## config.mk

```make
export PLATFORM = sky130hd
export DESIGN_NAME = div_unit
export DESIGN_NICKNAME = d
export VERILOG_FILES = /design/src/rtl/div_unit_pkg.sv /design/src/rtl/div_unit.sv
export SDC_FILE = /design/constraint.sdc
export NUM_CORES = 1
export LEC_CHECK = 0
export ABC_AREA = 1
export CAP_MARGIN = 20
export CORE_MARGIN = 10
export CORE_UTILIZATION = 59
export DETAILED_ROUTE_END_ITERATION = 8
export HOLD_SLACK_MARGIN = 0.05
export PLACE_DENSITY_LB_ADDON = 0.08
export SYNTH_ARGS = -nofsm -noshare
export SYNTH_HDL_FRONTEND = slang
export SYNTH_SLANG_ARGS = --single-unit
```

## constraint.sdc

```tcl
create_clock -name clk -period 6.95 [get_ports clk]
set_input_delay 1.39 -clock clk [delete_from_list [all_inputs] [get_ports clk]]
set_output_delay 1.39 -clock clk [all_outputs]
set_load 0.02 [all_outputs]
```

## src/rtl/div_unit_pkg.sv

```systemverilog
// Shared encodings for the EX-stage divider: FSM states, ready/start/stall levels
// and the operand magnitude helper used when a signed divide is launched.
package div_unit_pkg;

    localparam logic [1:0] DivFree   = 2'b00;
    localparam logic [1:0] DivByZero = 2'b01;
    localparam logic [1:0] DivOn     = 2'b10;
    localparam logic [1:0] DivEnd    = 2'b11;

    localparam logic DivResultReady    = 1'b1;
    localparam logic DivResultNotReady = 1'b0;

    localparam logic DivStart = 1'b1;
    localparam logic DivStop  = 1'b0;

    localparam logic Stop   = 1'b1;
    localparam logic NoStop = 1'b0;

    localparam logic [4:0] DivLastStep = 5'd31;

    // Two's-complement magnitude; 0x80000000 maps to itself, which the
    // unsigned core then treats as 2^31.
    function automatic logic [31:0] abs_operand(input logic [31:0] value,
                                                input logic        is_signed);
        return (is_signed && value[31]) ? (~value + 32'd1) : value;
    endfunction

endpackage

```

## src/rtl/div_unit.sv

```systemverilog
// Multi-cycle restoring divider for DIV/DIVU: 32 shift-subtract steps, holds the
// pipeline via stallreq_for_div and presents {remainder, quotient} for one cycle.
module div_unit
    import div_unit_pkg::*;
(
    input  logic        clk,
    input  logic        rst,
    input  logic        start_i,
    input  logic        signed_div_i,
    input  logic [31:0] opdata1_i,
    input  logic [31:0] opdata2_i,
    input  logic        annul_i,
    output logic [63:0] result_o,
    output logic        ready_o,
    output logic        stallreq_for_div
);

    logic [1:0]  state;
    logic [4:0]  cnt;
    logic [64:0] work;
    logic [31:0] divisor;
    logic        is_signed;
    logic        dividend_neg;
    logic        divisor_neg;

    logic [32:0] diff;
    logic [64:0] work_step;
    logic [31:0] quot_raw;
    logic [31:0] rem_raw;
    logic [31:0] quot_fix;
    logic [31:0] rem_fix;

    // NOTE: every always_comb output gets an unconditional assignment on every
    // path, so no latch can be inferred.
    always_comb begin
        // work[64:32] is the partial remainder already shifted by one with the
        // next dividend bit appended, so a 33-bit borrow decides the quotient bit.
        diff = work[64:32] - {1'b0, divisor};
        if (diff[32]) begin
            work_step = {work[63:0], 1'b0};
        end else begin
            work_step = {diff[31:0], work[31:0], 1'b1};
        end
        quot_raw = work_step[31:0];
        rem_raw  = work_step[64:33];
        quot_fix = (is_signed && (dividend_neg ^ divisor_neg)) ? (~quot_raw + 32'd1) : quot_raw;
        rem_fix  = (is_signed && dividend_neg) ? (~rem_raw + 32'd1) : rem_raw;
    end

    assign stallreq_for_div = (start_i == DivStart && ready_o == DivResultNotReady) ? Stop : NoStop;

    // NOTE: the datapath registers (work, divisor, sign flags) are left out of
    // reset; they are always loaded in FREE before anything reads them.
    // NOTE: all state here uses non-blocking assignments so every register
    // samples the pre-edge values of the others.
    always_ff @(posedge clk) begin
        if (rst || annul_i) begin
            state    <= DivFree;
            cnt      <= 5'd0;
            ready_o  <= DivResultNotReady;
            result_o <= 64'd0;
        end else begin
            case (state)
                DivFree: begin
                    ready_o  <= DivResultNotReady;
                    result_o <= 64'd0;
                    if (start_i == DivStart) begin
                        if (opdata2_i == 32'd0) begin
                            state <= DivByZero;
                        end else begin
                            state        <= DivOn;
                            cnt          <= 5'd0;
                            is_signed    <= signed_div_i;
                            dividend_neg <= opdata1_i[31];
                            divisor_neg  <= opdata2_i[31];
                            divisor      <= abs_operand(opdata2_i, signed_div_i);
                            work         <= {32'd0, abs_operand(opdata1_i, signed_div_i), 1'b0};
                        end
                    end
                end
                DivByZero: begin
                    state    <= DivEnd;
                    ready_o  <= DivResultReady;
                    result_o <= 64'd0;
                end
                DivOn: begin
                    work <= work_step;
                    cnt  <= cnt + 5'd1;
                    if (cnt == DivLastStep) begin
                        state    <= DivEnd;
                        ready_o  <= DivResultReady;
                        result_o <= {rem_fix, quot_fix};
                    end
                end
                DivEnd: begin
                    state    <= DivFree;
                    ready_o  <= DivResultNotReady;
                    result_o <= 64'd0;
                end
                default: begin
                    state    <= DivFree;
                    ready_o  <= DivResultNotReady;
                    result_o <= 64'd0;
                end
            endcase
        end
    end

endmodule
```

==> metrics.md, run 1 <==
| Metric | Value |
|---|---|
| CP endpoint kind | flop |
| Final setup margin | 2.01 ns |
| CP top delay family | simple AND/OR/NAND/NOR gates |
| DIE AREA | 28700 um^2 |
| Max_cap viols | 0 |
| Nets | 2249 |
| Final min period | 4.94 ns |
| Starting Density | 0.603 |
| Fin area | 15300 um^2 |
| CP max-delay cell | fa_1 |
| H-Tree Depth | 4 |
| Wirelength per Cell | 17.1 um |
| Synthesized flop and latch total | 172 |
| Multi-input gate area | 7470 um^2 |
| Crit start category | flop |
| Post-CTS setup repair buffer count | 0 |
| Core box area | 21900 um^2 |
| Final Cycle Share | 0.711 |
| Commonest non-fill, non-tap cell in the layout | nand2_1 |
| CP required | 7.31 ns |
| DP Cell Count | 2399 |
| Global-route wire length before repair | 64.9 mm |
| DR vias | 13.8k |
| Max-Slew Margin vs Limit | 0.354 |
| Fill cells | 1944 |
| Die Height | 170 um |
| Post-detail-place hpwl | 32.7 mm |
| Clock-pin transition on the worst setup and hold timing paths | 0.07 ns |
| Final core occ | 0.699 |
| Peak VDD IR | 0.142 mV |
| Unrepaired setup endpoints after global routing | no |
| Port-buffer cells | 134 |
| Synthesized area per cell | 6.50 um^2 |
| # hold bufs at CTS | 0 |
| F_max | 202 MHz |
| Distinct cells, synth | 50 |
| Gpl congestion | 0.966 |
| Least-Margin Pin Slew | 0.967 ns |
| Clk_skew | 0.0180 ns |
| Most frequent cells in the layout | 674 x nand2_1, 268 x inv_1, 219 x nor2_1 |
| Final setup viols | 0 |
| Ys async rst share | 0 |
| Number of synthesis warnings | 0 |
| Worst-Skew Late Latency | 0.44 ns |
| Grt ovf | 0 |
| WS Path Type | flop to flop |
| Clk sink count | 172 |
| Min-delay worst type | flop to flop |
| P&R area growth vs syn | 15.9% |
| Routed wire length | 41.6 mm |
| Non-filler instance count after layout | 2433 |
| Cell mode on critical path | nand2_1 |
| Final Hold Vio Count | 0 |
| Initial DRC Count | 1699 |
| CTS Buf Count | 17 |
| Primary FF master, synth | edfxtp_1 |
| Power Density | 172 nW/um^2 |
| Buf+Inv Stages, Crit Path | 1 |
| EDFF count, synth | 100 |
| Final number of max-transition violations | 0 |
| # DRC | 0 |
| CP Data Arrival Time | 5.30 ns |
| Resized Gates After CTS | 0 |
| Mapped cell area | 13200 um^2 |
| Share of layout cells above drive strength 1 | 0.0520 |
| LEAKAGE | 6.84 nW |
| Width of the chip | 170 um |
| CTS root buf | clkbuf_16 |
| Rows | 54 |
| Vias/cell | 5.65 |
| Outcome | finished, final reports clean |
| CTS tree | built |
| Initial antenna violation count | 1 |
| Ports | 135 |
| Longest Clk Path Bufs | 2 |
| Drt first pass iters | 8 |
| Post-synthesis sequential area ratio | 0.337 |
| GRT Util Overall | 0.280 |
| Crit path max fanout | 55 |
| Setup WS pre-CTS | 2.16 ns |
| ANT nets after route | 0 |
| Critical Path Max Stage Delay | 0.43 ns |
| Post-Syn Instances | 2030 |
| Setup TNS | 0 ns |
| Register area | 4440 um^2 |
| Vias in the first global route | 12.6k |
| Net count of the mapped netlist | 2140 |
| Placement Cell Area | 14700 um^2 |
| Largest net degree at the start of global routing | 69 |
==> cell usage after synthesis, drive strengths merged, types with 2 or more instances <==
library cell / n / area, um^2
nand2: 715 / 2840
inv: 274 / 1030
nor2: 235 / 922
nand3: 149 / 788
a21oi: 140 / 716
edfxtp: 100 / 3000
o21ai: 82 / 410
dfxtp: 72 / 1440
xor2: 49 / 437
ha: 40 / 500
clkbuf: 33 / 124
nor3: 33 / 170
nand4: 22 / 138
xnor2: 21 / 184
buf: 19 / 145
nand3b: 8 / 60.1
o211ai: 6 / 45.0
o21bai: 6 / 45.0
nor3b: 5 / 37.5
and2: 3 / 18.8
nor4: 3 / 18.8
or2: 3 / 18.8
o31ai: 2 / 15.0
o41ai: 2 / 17.5
==> metrics by stage <==
| step | total power, mW | hold slack [ns] |
|---|---|---|
| after detailed placement | 1.69 | 0.454 |
| after global placement | 1.68 | 0.451 |
| after floorplan | 1.52 | 0.444 |
| after global routing | 2.73 | 0.484 |
| final | 2.63 | 0.464 |
| after CTS | 2.62 | 0.466 |
==> report_power, final <==
group	internal (mW)	switching [mW]	total, mW
logic	0.181	0.371	0.552
clock network	0.480	0.468	0.948
registers	1.11	0.0179	1.13
total	1.77	0.857	2.63
==> path summary, 6_finish.rpt <==
check,endpoint,startpoint,slack [ns],cells after the start
setup / recovery,result_o[28]$_SDFFE_PP0P_,divisor[0]$_DFFE_PP_,2.01,27
hold / removal,result_o[63]$_SDFFE_PP0P_,result_o[63]$_SDFFE_PP0P_,0.46,2
setup reg to reg,result_o[28]$_SDFFE_PP0P_,divisor[0]$_DFFE_PP_,2.01,27
hold reg to reg,result_o[63]$_SDFFE_PP0P_,result_o[63]$_SDFFE_PP0P_,0.46,2
==> layout make-up <==
type | instances | share of cell area
multi-input combinational | 1531 | 0.488
sequential | 172 | 0.291
timing repair buffer | 142 | 0.0930
inverter | 275 | 0.0675
clock buffer | 18 | 0.0281
tap | 280 | 0.0229
clock inverter | 14 | 0.00949
antenna | 1 | 0.000164
==> logic make-up (layout without fill, tap and decap cells) <==
kind of cell,after synthesis,after routing,synth area share
adders and majority gates,41,41,0.0395
xor gates and xnor gates,70,70,0.0470
buffers and inverters,327,449,0.0986
and+or+nand+nor,1177,1177,0.380
other,0,1,0
AOI/OAI and AO/OA,243,243,0.0976
DFF,172,172,0.337
==> worst min-delay path: cells and delay by family (launching register included) <==
kind	cells	cell delay, ns
compound gates	1	0.05
simple gates	1	0.06
flops	1	0.31
==> layer usage <==
metal  vias to the layer above  track usage  share of wire
met1                      6257        0.381           0.43
met4                         0       0.0938          0.031
met5                         -            0              0
met2                       682        0.427           0.44
met3                       103       0.0679           0.11
li1                       6708            -              -
==> flip-flops by register name (all words and copies together) (netlist names) <==
register,flops
is_signed,1
divisor,32
state,2
cnt,5
divisor_neg,1
work,65
result_o,64
dividend_neg,1
ready_o,1
No activity file was read; power rests on OpenSTA's default activity.
==> run 2, diff against run 1 <==
==> constraint.sdc (replaced) <==
create_clock -name clk -period 4.7 [get_ports clk]
set_input_delay 0.94 -clock clk [delete_from_list [all_inputs] [get_ports clk]]
set_output_delay 0.94 -clock clk [all_outputs]
set_load 0.02 [all_outputs]
==> metrics.md, run 2 (synthesis results as in run 1) <==
| Metric | Value |
|---|---|
| Routed wire length | 41.2 mm (-1.2%) |
| F_max | 233 MHz (+15%) |
| Width of the chip | 170 um (unchanged) |
| Global-route wire length before repair | 65.0 mm (+0.22%) |
| Clk sink count | 172 (unchanged) |
| Die Height | 170 um (unchanged) |
| Cell mode on critical path | nand2_1 |
| CP top delay family | simple AND/OR/NAND/NOR gates |
| Share of layout cells above drive strength 1 | 0.0556 (+0.00359) |
| Setup crit start | work[32]$_DFFE_PP_ |
| Post-detail-place hpwl | 32.1 mm (-1.7%) |
| Buf+Inv Stages, Crit Path | 4 (+3) |
| Placement Cell Area | 14700 um^2 (+0.31%) |
| Final Cycle Share | 0.911 (+0.201) |
| Critical Path Max Stage Delay | 0.54 ns (+0.11 ns) |
| Hold Slack | 0.466 ns (+0.00187 ns) |
| Post-CTS setup repair buffer count | 0 (unchanged) |
| Least-Margin Pin Slew | 1.08 ns (+0.117 ns) |
| Power Density | 255 nW/um^2 (+48%) |
| Final setup viols | 0 (unchanged) |
| Gpl congestion | 0.978 (+1.2%) |
| CP endpoint kind | flop |
| Largest net degree at the start of global routing | 65 (-5.8%) |
| CTS root buf | clkbuf_16 |
| Peak VDD IR | 0.218 mV (+54%) |
| Nets | 2254 (+0.22%) |
| CP Data Arrival Time | 4.59 ns (-0.71 ns) |
| Core box area | 21900 um^2 (unchanged) |
| DIE AREA | 28700 um^2 (unchanged) |
| Final Hold Vio Count | 0 (unchanged) |
| Crit path max fanout | 54 (-1.8%) |
| Longest Clk Path Bufs | 2 (unchanged) |
| Max_cap viols | 0 (unchanged) |
| Setup TNS | 0 ns (unchanged) |
| WP depth | 25 (-7.4%) |
| Worst-Skew Late Latency | 0.44 ns (about the same) |
| Hold depth | 2 (unchanged) |
| # DRC | 0 (unchanged) |
| CP max-delay cell | buf_4 |
| Largest Register | work |
| Fin area | 15300 um^2 (+0.17%) |
| Unrepaired setup endpoints after global routing | no |
| Initial antenna violation count | 0 (-1) |
| Largest registers | work: 65 flops, result_o: 64 flops, divisor: 32 flops |
| Crit start category | flop |
| Outcome | finished, final reports clean |
| GRT Util Overall | 0.278 (-0.00140) |
| Final min period | 4.28 ns (-0.656 ns) |
| Initial DRC Count | 1856 (+9.2%) |
| DR vias | 13.8k (+0.28%) |
| WS Path Type | flop to flop |
| Starting Density | 0.603 (unchanged) |
| Max-Slew Margin vs Limit | 0.277 (-0.0771) |
| H-Tree Depth | 4 (unchanged) |
| Final core occ | 0.700 (+0.00120) |
| Most frequent cells in the layout | 674 x nand2_1, 268 x inv_1, 218 x nor2_1 |
| Clk_skew | 0.0146 ns (-0.00336 ns) |
| Grt ovf | 0 (unchanged) |
| CP required | 5.01 ns (-2.30 ns) |
| P&R area growth vs syn | 16.1% |
| Port-buffer cells | 134 (unchanged) |
| R2R cell count | 25 (-7.4%) |
| Hold path start | result_o[8]$_SDFFE_PP0P_ |
| LEAKAGE | 6.86 nW (+0.30%) |
| CTS Buf Count | 17 (unchanged) |
| N_diodes | 0 (-1) |
| Max reg flops | 65 (unchanged) |
| Rows | 54 (unchanged) |
| Final number of max-transition violations | 0 (unchanged) |
| Min-delay worst type | flop to flop |
| Drt first pass iters | 7 (-1) |
| CTS tree | built |
| Vias in the first global route | 12.6k (+0.46%) |
| Commonest non-fill, non-tap cell in the layout | nand2_1 |
| Vias/cell | 5.66 (+0.11%) |
| Ports | 135 (unchanged) |
| ANT nets after route | 0 (unchanged) |
| Clock-pin transition on the worst setup and hold timing paths | 0.08 ns (about the same) |
| Wirelength per Cell | 16.9 um (-1.3%) |
| Reg2Reg Launch Point | work[32]$_DFFE_PP_ |
==> run 2: cell count changes in the layout (fill, tap and decap cells not counted), sizes merged <==
| cell | before | now |
|---|---|---|
| diode | 1 | 0 |
| clkinvlp | 0 | 1 |
| buf | 8 | 13 |
| clkinv | 6 | 5 |
==> run 2: routing by layer <==
metal	global-route usage	up-vias	share of wire
li1	-	6709	-
met3	0.0486	70	0.097
met4	0.0788	0	0.021
met1	0.391	6310	0.44
met5	0	-	0
met2	0.430	699	0.44
==> run 2: layout make-up <==
cell class	count	area [um^2]
clock buffer	18	433
tap	280	350
inverter	275	1030
clock inverter	14	146
multi-input combinational	1531	7470
sequential	172	4440
fill	1967	6570
timing repair buffer	147	1440
==> run 2: worst paths after layout <==
check / end / slack [ns]
worst max-delay path: result_o[23]$_SDFFE_PP0P_ / 0.42
worst min-delay path: result_o[8]$_SDFFE_PP0P_ / 0.47
worst max register to register: result_o[23]$_SDFFE_PP0P_ / 0.42
worst min register to register: result_o[8]$_SDFFE_PP0P_ / 0.47
==> run 2: where the power goes <==
group / switching, mW / internal [mW] / total (mW) / leakage (nW)
logic: 0.546 / 0.271 / 0.817 / 5.07
clock network: 0.703 / 0.717 / 1.42 / 0.286
registers: 0.0257 / 1.64 / 1.67 / 1.51
==> run 2: what timing repair did <==
| item | 4_1_cts | 5_1_grt |
|---|---|---|
| resized for setup | 0 | 3 |
| setup endpoints to repair | 0 | 4 |
| hold buffers | 0 | 0 |
==> run 2: metrics by stage <==
step / std cells / power [mW] / worst slack, ns
floorplan: 2030 / 2.25 / 0.619
global placement: 2405 / 2.48 / 0.477
detailed placement: 2405 / 2.50 / 0.355
CTS: 2437 / 3.90 / 0.246
global route: 2437 / 4.06 / 0.0226
finish: 2437 / 3.90 / 0.416
==> run 2: worst min-delay path: stages (launching register included) <==
cell and delay (ns):
dfxtp_1 0.31, nand2_1 0.06, a21oi_1 0.05
